===== config.mk =====
export PLATFORM = sky130hd
export DESIGN_NAME = mips_cpu_hilo_unit
export DESIGN_NICKNAME = d
export VERILOG_FILES = /design/src/rtl/mips_cpu_hilo_unit.sv
export SDC_FILE = /design/constraint.sdc
export NUM_CORES = 1
export LEC_CHECK = 0
export BUFFER_PORTS_ARGS = -buffer_cell sky130_fd_sc_hd__buf_2
export CAP_MARGIN = 20
export CELL_PAD_IN_SITES_DETAIL_PLACEMENT = 1
export CELL_PAD_IN_SITES_GLOBAL_PLACEMENT = 1
export CORE_ASPECT_RATIO = 1.4
export CORE_MARGIN = 4
export CORE_UTILIZATION = 46
export CTS_BUF_LIST = sky130_fd_sc_hd__clkbuf_8 sky130_fd_sc_hd__clkbuf_16
export DETAILED_ROUTE_END_ITERATION = 12
export MAX_ROUTING_LAYER = met4
export PLACE_DENSITY = 0.88
export SYNTH_ARGS = -nofsm -noshare
export SYNTH_HDL_FRONTEND = slang
export SYNTH_SLANG_ARGS = --single-unit

===== constraint.sdc =====
create_clock -name clk -period 4.75 [get_ports clk]
set_clock_uncertainty 0.1 [all_clocks]
set_input_delay 0.7125 -clock clk [delete_from_list [all_inputs] [get_ports clk]]
set_output_delay 0.7125 -clock clk [all_outputs]
set_load 0.1 [all_outputs]

===== src/rtl/mips_cpu_hilo_unit.sv =====
// Iterative radix-2 multiply/divide engine and HI/LO register pair for the MIPS datapath.
// Optional divide-by-zero flag output enabled by defining HILO_DIV0_FLAG_EN.
module mips_cpu_hilo_unit #(
  parameter int WIDTH = 32
) (
  input  logic             clk,
  input  logic             reset,
  input  logic             start,
  input  logic [2:0]       op,
  input  logic [WIDTH-1:0] a,
  input  logic [WIDTH-1:0] b,
  output logic             busy,
  output logic             done,
  output logic [WIDTH-1:0] hi,
  output logic [WIDTH-1:0] lo
`ifdef HILO_DIV0_FLAG_EN
  ,
  output logic             div0
`endif
);

  localparam int CW = (WIDTH > 1) ? $clog2(WIDTH) : 1;

  localparam logic [2:0] OP_MTLO  = 3'b000;
  localparam logic [2:0] OP_MULT  = 3'b001;
  localparam logic [2:0] OP_MULTU = 3'b010;
  localparam logic [2:0] OP_DIV   = 3'b011;
  localparam logic [2:0] OP_DIVU  = 3'b100;
  localparam logic [2:0] OP_MTHI  = 3'b101;

  typedef enum logic [1:0] {IDLE, CALC, FIX} state_t;

  state_t             state_r;
  logic [CW-1:0]      cnt_r;
  // Multiply: {partial product, multiplier}; divide: {remainder, dividend/quotient}.
  logic [2*WIDTH-1:0] acc_r;
  // Multiplicand magnitude for multiply, divisor magnitude for divide.
  logic [WIDTH-1:0]   opnd_r;
  logic               is_div_r;
  logic               neg_res_r;
  logic               neg_a_r;

  logic               is_muldiv_s;
  logic               is_signed_s;
  logic               is_div_s;
  logic               sign_a_s;
  logic               sign_b_s;
  logic [WIDTH-1:0]   mag_a_s;
  logic [WIDTH-1:0]   mag_b_s;
  logic [2*WIDTH-1:0] acc_next_s;
  logic [WIDTH:0]     sum_s;
  logic [WIDTH:0]     trial_s;
  logic [WIDTH:0]     diff_s;
  logic [2*WIDTH-1:0] prod_s;
  logic [WIDTH-1:0]   quo_s;
  logic [WIDTH-1:0]   rem_s;
  logic               b_zero_s;

  // Operation decode and operand magnitudes at the launch edge.
  always_comb begin
    is_muldiv_s = 1'b0;
    is_signed_s = 1'b0;
    is_div_s    = 1'b0;
    case (op)
      OP_MULT:  begin is_muldiv_s = 1'b1; is_signed_s = 1'b1; end
      OP_MULTU: begin is_muldiv_s = 1'b1; end
      OP_DIV:   begin is_muldiv_s = 1'b1; is_signed_s = 1'b1; is_div_s = 1'b1; end
      OP_DIVU:  begin is_muldiv_s = 1'b1; is_div_s = 1'b1; end
      default:  begin is_muldiv_s = 1'b0; end
    endcase
    sign_a_s = is_signed_s & a[WIDTH-1];
    sign_b_s = is_signed_s & b[WIDTH-1];
    mag_a_s  = sign_a_s ? (~a + WIDTH'(1)) : a;
    mag_b_s  = sign_b_s ? (~b + WIDTH'(1)) : b;
  end

  // One shift-add or restoring-subtract iteration.
  always_comb begin
    sum_s   = {1'b0, acc_r[2*WIDTH-1:WIDTH]} + (acc_r[0] ? {1'b0, opnd_r} : {(WIDTH+1){1'b0}});
    trial_s = {acc_r[2*WIDTH-1:WIDTH], acc_r[WIDTH-1]};
    diff_s  = trial_s - {1'b0, opnd_r};
    if (is_div_r) begin
      if (diff_s[WIDTH]) begin
        acc_next_s = {trial_s[WIDTH-1:0], acc_r[WIDTH-2:0], 1'b0};
      end else begin
        acc_next_s = {diff_s[WIDTH-1:0], acc_r[WIDTH-2:0], 1'b1};
      end
    end else begin
      acc_next_s = {sum_s, acc_r[WIDTH-1:1]};
    end
  end

  // Sign correction applied on the write-back edge.
  always_comb begin
    prod_s   = neg_res_r ? (~acc_r + (2*WIDTH)'(1)) : acc_r;
    quo_s    = neg_res_r ? (~acc_r[WIDTH-1:0] + WIDTH'(1)) : acc_r[WIDTH-1:0];
    rem_s    = neg_a_r ? (~acc_r[2*WIDTH-1:WIDTH] + WIDTH'(1)) : acc_r[2*WIDTH-1:WIDTH];
    b_zero_s = (opnd_r == {WIDTH{1'b0}});
  end

  // Control FSM, iteration datapath and HI/LO registers.
  always_ff @(posedge clk or negedge reset) begin
    if (!reset) begin
      state_r   <= IDLE;
      cnt_r     <= {CW{1'b0}};
      acc_r     <= {(2*WIDTH){1'b0}};
      opnd_r    <= {WIDTH{1'b0}};
      is_div_r  <= 1'b0;
      neg_res_r <= 1'b0;
      neg_a_r   <= 1'b0;
      busy      <= 1'b0;
      done      <= 1'b0;
      hi        <= {WIDTH{1'b0}};
      lo        <= {WIDTH{1'b0}};
`ifdef HILO_DIV0_FLAG_EN
      div0      <= 1'b0;
`endif
    end else begin
      done <= 1'b0;
      case (state_r)
        IDLE: begin
          if (start && is_muldiv_s) begin
            state_r   <= CALC;
            busy      <= 1'b1;
            cnt_r     <= CW'(WIDTH - 1);
            is_div_r  <= is_div_s;
            neg_res_r <= sign_a_s ^ sign_b_s;
            neg_a_r   <= sign_a_s;
            opnd_r    <= is_div_s ? mag_b_s : mag_a_s;
            acc_r     <= {{WIDTH{1'b0}}, (is_div_s ? mag_a_s : mag_b_s)};
          end else if (start && (op == OP_MTHI)) begin
            hi <= a;
          end else if (start && (op == OP_MTLO)) begin
            lo <= a;
          end else begin
            busy <= 1'b0;
          end
        end
        CALC: begin
          acc_r <= acc_next_s;
          cnt_r <= cnt_r - CW'(1);
          if (cnt_r == {CW{1'b0}}) begin
            state_r <= FIX;
          end else begin
            state_r <= CALC;
          end
        end
        FIX: begin
          state_r <= IDLE;
          busy    <= 1'b0;
          done    <= 1'b1;
          if (!is_div_r) begin
            hi <= prod_s[2*WIDTH-1:WIDTH];
            lo <= prod_s[WIDTH-1:0];
          end else if (b_zero_s) begin
            // Remainder path reproduces the captured dividend when the divisor is zero.
            hi <= rem_s;
            lo <= {WIDTH{1'b1}};
          end else begin
            hi <= rem_s;
            lo <= quo_s;
          end
`ifdef HILO_DIV0_FLAG_EN
          div0 <= is_div_r & b_zero_s;
`endif
        end
        default: begin
          state_r <= IDLE;
          busy    <= 1'b0;
        end
      endcase
    end
  end

endmodule


==> results.sh <==
export IMPL_dp_cells=2360
export IMPL_layout_nets=2126
export IMPL_hold_path_class="in2async"
export IMPL_syn_num_nets=2047
export IMPL_startpoint_type="register"
export IMPL_reg2reg_depth=14
export IMPL_syn_instance_count=1906
export IMPL_synth_seq_cells=172
export IMPL_slew_violations=0
export IMPL_drive_gt1_frac=0.1157
export IMPL_synthAdderAreaFrac=0.06070
export IMPL_ir_drop_v=0.0004036
export IMPL_ys_async_sr_fraction=1.000
export IMPL_cts_tree="yes"
export IMPL_crit_path_top_delay_cell="fa_1"
export IMPL_setup_violations=0
export IMPL_fmax_ghz=0.2387
export IMPL_hpwlAfterDp_um=44290
export IMPL_synthFlopType="dfrtp_1"
export IMPL_detail_route_antenna_nets=0
export IMPL_end_kind="register"
export IMPL_postCtsSetupRepairBufs=0
export IMPL_hold_violations=0
export IMPL_p_per_area_nw_per_um2=814.9
export IMPL_cts_resized_gates=0
export IMPL_internal_power_mw=6.067
export IMPL_final_cell_count_no_fill=2391
export IMPL_synth_edf_count=0
export IMPL_rsz0062_at_grt="false"
export IMPL_crit_fanout=8
export IMPL_ios=136
export IMPL_die_area_um2=35330
export IMPL_clk_pin_slew_ns=0.07
export IMPL_cts_buffers=17
export IMPL_synth_compound_area_frac=0.2600
export IMPL_dieHeight_um=220.8
export IMPL_switching_power_mw=7.397
export IMPL_clkSinkCount=172
export IMPL_gr_usage_all_layers=0.3267
export IMPL_synthDistinctLibCells=71
export IMPL_port_buffers=135
export IMPL_synthMuxAreaShare=0.05255
export IMPL_drt_total_wl_um=57790
export IMPL_fp_dieW_um=160.0
export IMPL_via_per_inst=6.498
export IMPL_leakagePower_nw=7.053
export IMPL_ys_warn_count=0
export IMPL_antenna_found_initial=0
export IMPL_clock_latency_ns=0.47
export IMPL_drtPass1Iterations=5
export IMPL_pwr_share_seq=0.217
export IMPL_power_total_mw=13.46
export IMPL_dr_first_iter_drc_count=1155
export IMPL_synth_seq_area_share=0.2892
export IMPL_synthXorXnorAreaFrac=0.09770
export IMPL_syn_to_final_growth_pct=11.02
export IMPL_htreeDepth=4
export IMPL_path_delay_family="compound AO/OA/AOI/OAI gates"
export IMPL_post_route_period_util=0.8819
export IMPL_start_util=0.4681
export IMPL_synthSimpleGateAreaFrac=0.1935
export IMPL_cts_root_buffer="clkbuf_16"
export IMPL_place_congestion=0.9678
export IMPL_critPathKind="reg2reg"
export IMPL_core_area_um2=31790
export IMPL_setup_tns_ns=0
export IMPL_timing_final_crit_period_ns=4.189
export IMPL_grt_pass1_vias=16080
export IMPL_num_vias=15540
export IMPL_cts_hold_buffers_added=0
export IMPL_slew_headroom=0.2956
export IMPL_status="finished, final reports clean"
export IMPL_cp_cell_sequence="inv_1, ha_1, fa_1, nand2b_1, a21o_1, a311o_1, a211oi_1, buf_4, o211a_1, o211ai_1, buf_6, or3b_2, a21oi_1, a221o_1"
export IMPL_cp_slowest_stage_delay_ns=0.44
export IMPL_avgRoutedWirePerCell_um=24.17
export IMPL_p_clk_frac=0.101
export IMPL_ctsLongestPathBuffers=2
export IMPL_max_cap_violations=0
export IMPL_grt_pass1_wl_um=90140
export IMPL_worst_slew_pin_slew_ns=1.053
export IMPL_cp_depth=14
export IMPL_syn_cell_area_um2=14880
export IMPL_cp_buffers_inverters=3
export IMPL_synth_top_family_by_area="compound AO/OA/AOI/OAI gates"
export IMPL_num_rows=77
export IMPL_arrival_ns=4.49
export IMPL_post_route_drc_count=0
export IMPL_grt_remaining_overflow=0
export IMPL_power_share_combinational=0.682
export IMPL_cp_required_ns=5.05
export IMPL_switching_share=0.5494
export IMPL_grt_start_max_net_pins=110
export IMPL_diodes=0
export IMPL_syn_area_per_cell_um2=7.808
export IMPL_fillCellCount=3959
[synth_stat cells, drive strengths merged (44+ instances only)]
library cell | n | area, um^2
nand2 | 206 | 773.2
o21ai | 225 | 1134
xnor2 | 81 | 709.4
dfrtp | 172 | 4304
clkbuf | 87 | 326.6
mux2i | 77 | 770.7
inv | 65 | 244.0
nor2 | 147 | 551.8
ha | 69 | 863.3
a21oi | 147 | 735.7
nand3 | 58 | 290.3
xor2 | 85 | 744.5
nor3 | 57 | 307.8
a211oi | 44 | 330.3
[layer usage]
metal	wire, um	vias to the layer above	GRT usage
met5	0	-	-
met4	2821	0	0.1511
met3	2550	179	0.03537
met2	29450	556	0.5723
met1	22970	7741	0.3742
li1	-	7060	-
[sequential cells by signal, summed over array words and instances (netlist names)]
signal,count
done,1
cnt_r,5
is_div_r,1
hi,32
acc_r,64
opnd_r,32
lo,32
neg_res_r,1
busy,1
state_r,2
neg_a_r,1
[per-stage QoR]
step / hold slack, ns / utilization / instance area, um^2 / setup WS (ns)
finish: 0.08750 / 0.5197 / 16520 / 0.5610
global route: 0.1237 / 0.5197 / 16520 / 0.3430
CTS: 0.3622 / 0.5188 / 16490 / 0.5800
detailed placement: 0.3648 / 0.5020 / 15960 / 0.6073
global placement: 0.3547 / 0.5016 / 15950 / 0.5547
floorplan: 0.3169 / - / 14880 / 1.197
[path summary, 6_finish.rpt]
check | start | slack (ns) | to
setup reg to reg | acc_r[31]$_DFFE_PN0P_ | 0.56 | acc_r[51]$_DFFE_PN0P_
min in group clk | lo[10]$_DFFE_PN0P_ | 0.37 | lo[10]$_DFFE_PN0P_
hold reg to reg | lo[10]$_DFFE_PN0P_ | 0.37 | lo[10]$_DFFE_PN0P_
hold / removal | reset | 0.09 | acc_r[26]$_DFFE_PN0P_
max in group asynchronous | reset | 3.33 | acc_r[51]$_DFFE_PN0P_
setup / recovery | acc_r[31]$_DFFE_PN0P_ | 0.56 | acc_r[51]$_DFFE_PN0P_
[cells by family after synthesis]
group / after synthesis
simple gates: 611
xor+xnor: 166
flops: 172
compound gates: 631
mux: 78
buf+inv: 177
fa+ha+maj: 71
[power by group through the flow]
stage	logic (mW)	clock network [mW]	registers, mW
after detailed placement	9.02	0	2.91
after global routing	10.0	1.42	2.99
after floorplan	5.88	0	3.51
after CTS	9.09	1.36	2.89
after global placement	8.65	0	2.87
final	9.18	1.36	2.92
[final cells by class]
type / instances / area (um^2) / area share
clock buffer: 19 / 452.9 / 0.02741
clock inverter: 11 / 82.58 / 0.004998
inverter: 65 / 244.0 / 0.01477
multi-input combinational: 1557 / 9947 / 0.6020
sequential: 172 / 4305 / 0.2606
tap: 395 / 494.2 / 0.02991
timing repair buffer: 172 / 996.0 / 0.06028
[cell usage in the layout (no fill, tap or decap), types with 6 or more instances in the layout]
master	n
a221o_1	7
nand3_1	57
o211ai_1	37
o31ai_1	21
nand4_1	9
nor2b_1	11
ha_1	69
buf_4	34
a22oi_1	20
o21ai_0	221
xor2_1	85
or3_1	19
a21oi_1	147
a31oi_1	18
mux2i_1	77
nor3_1	54
inv_1	69
nand2_1	206
a21o_1	26
nand2b_1	24
o21a_1	6
nor2_1	145
o41ai_1	6
and3_1	10
nor4_1	18
a211oi_1	44
a221oi_1	6
or2_2	7
or4_1	9
and2_1	13
o22ai_1	17
dfrtp_1	171
buf_2	134
xnor2_1	81
clkbuf_16	17
No activity file was read; power rests on OpenSTA's default activity.
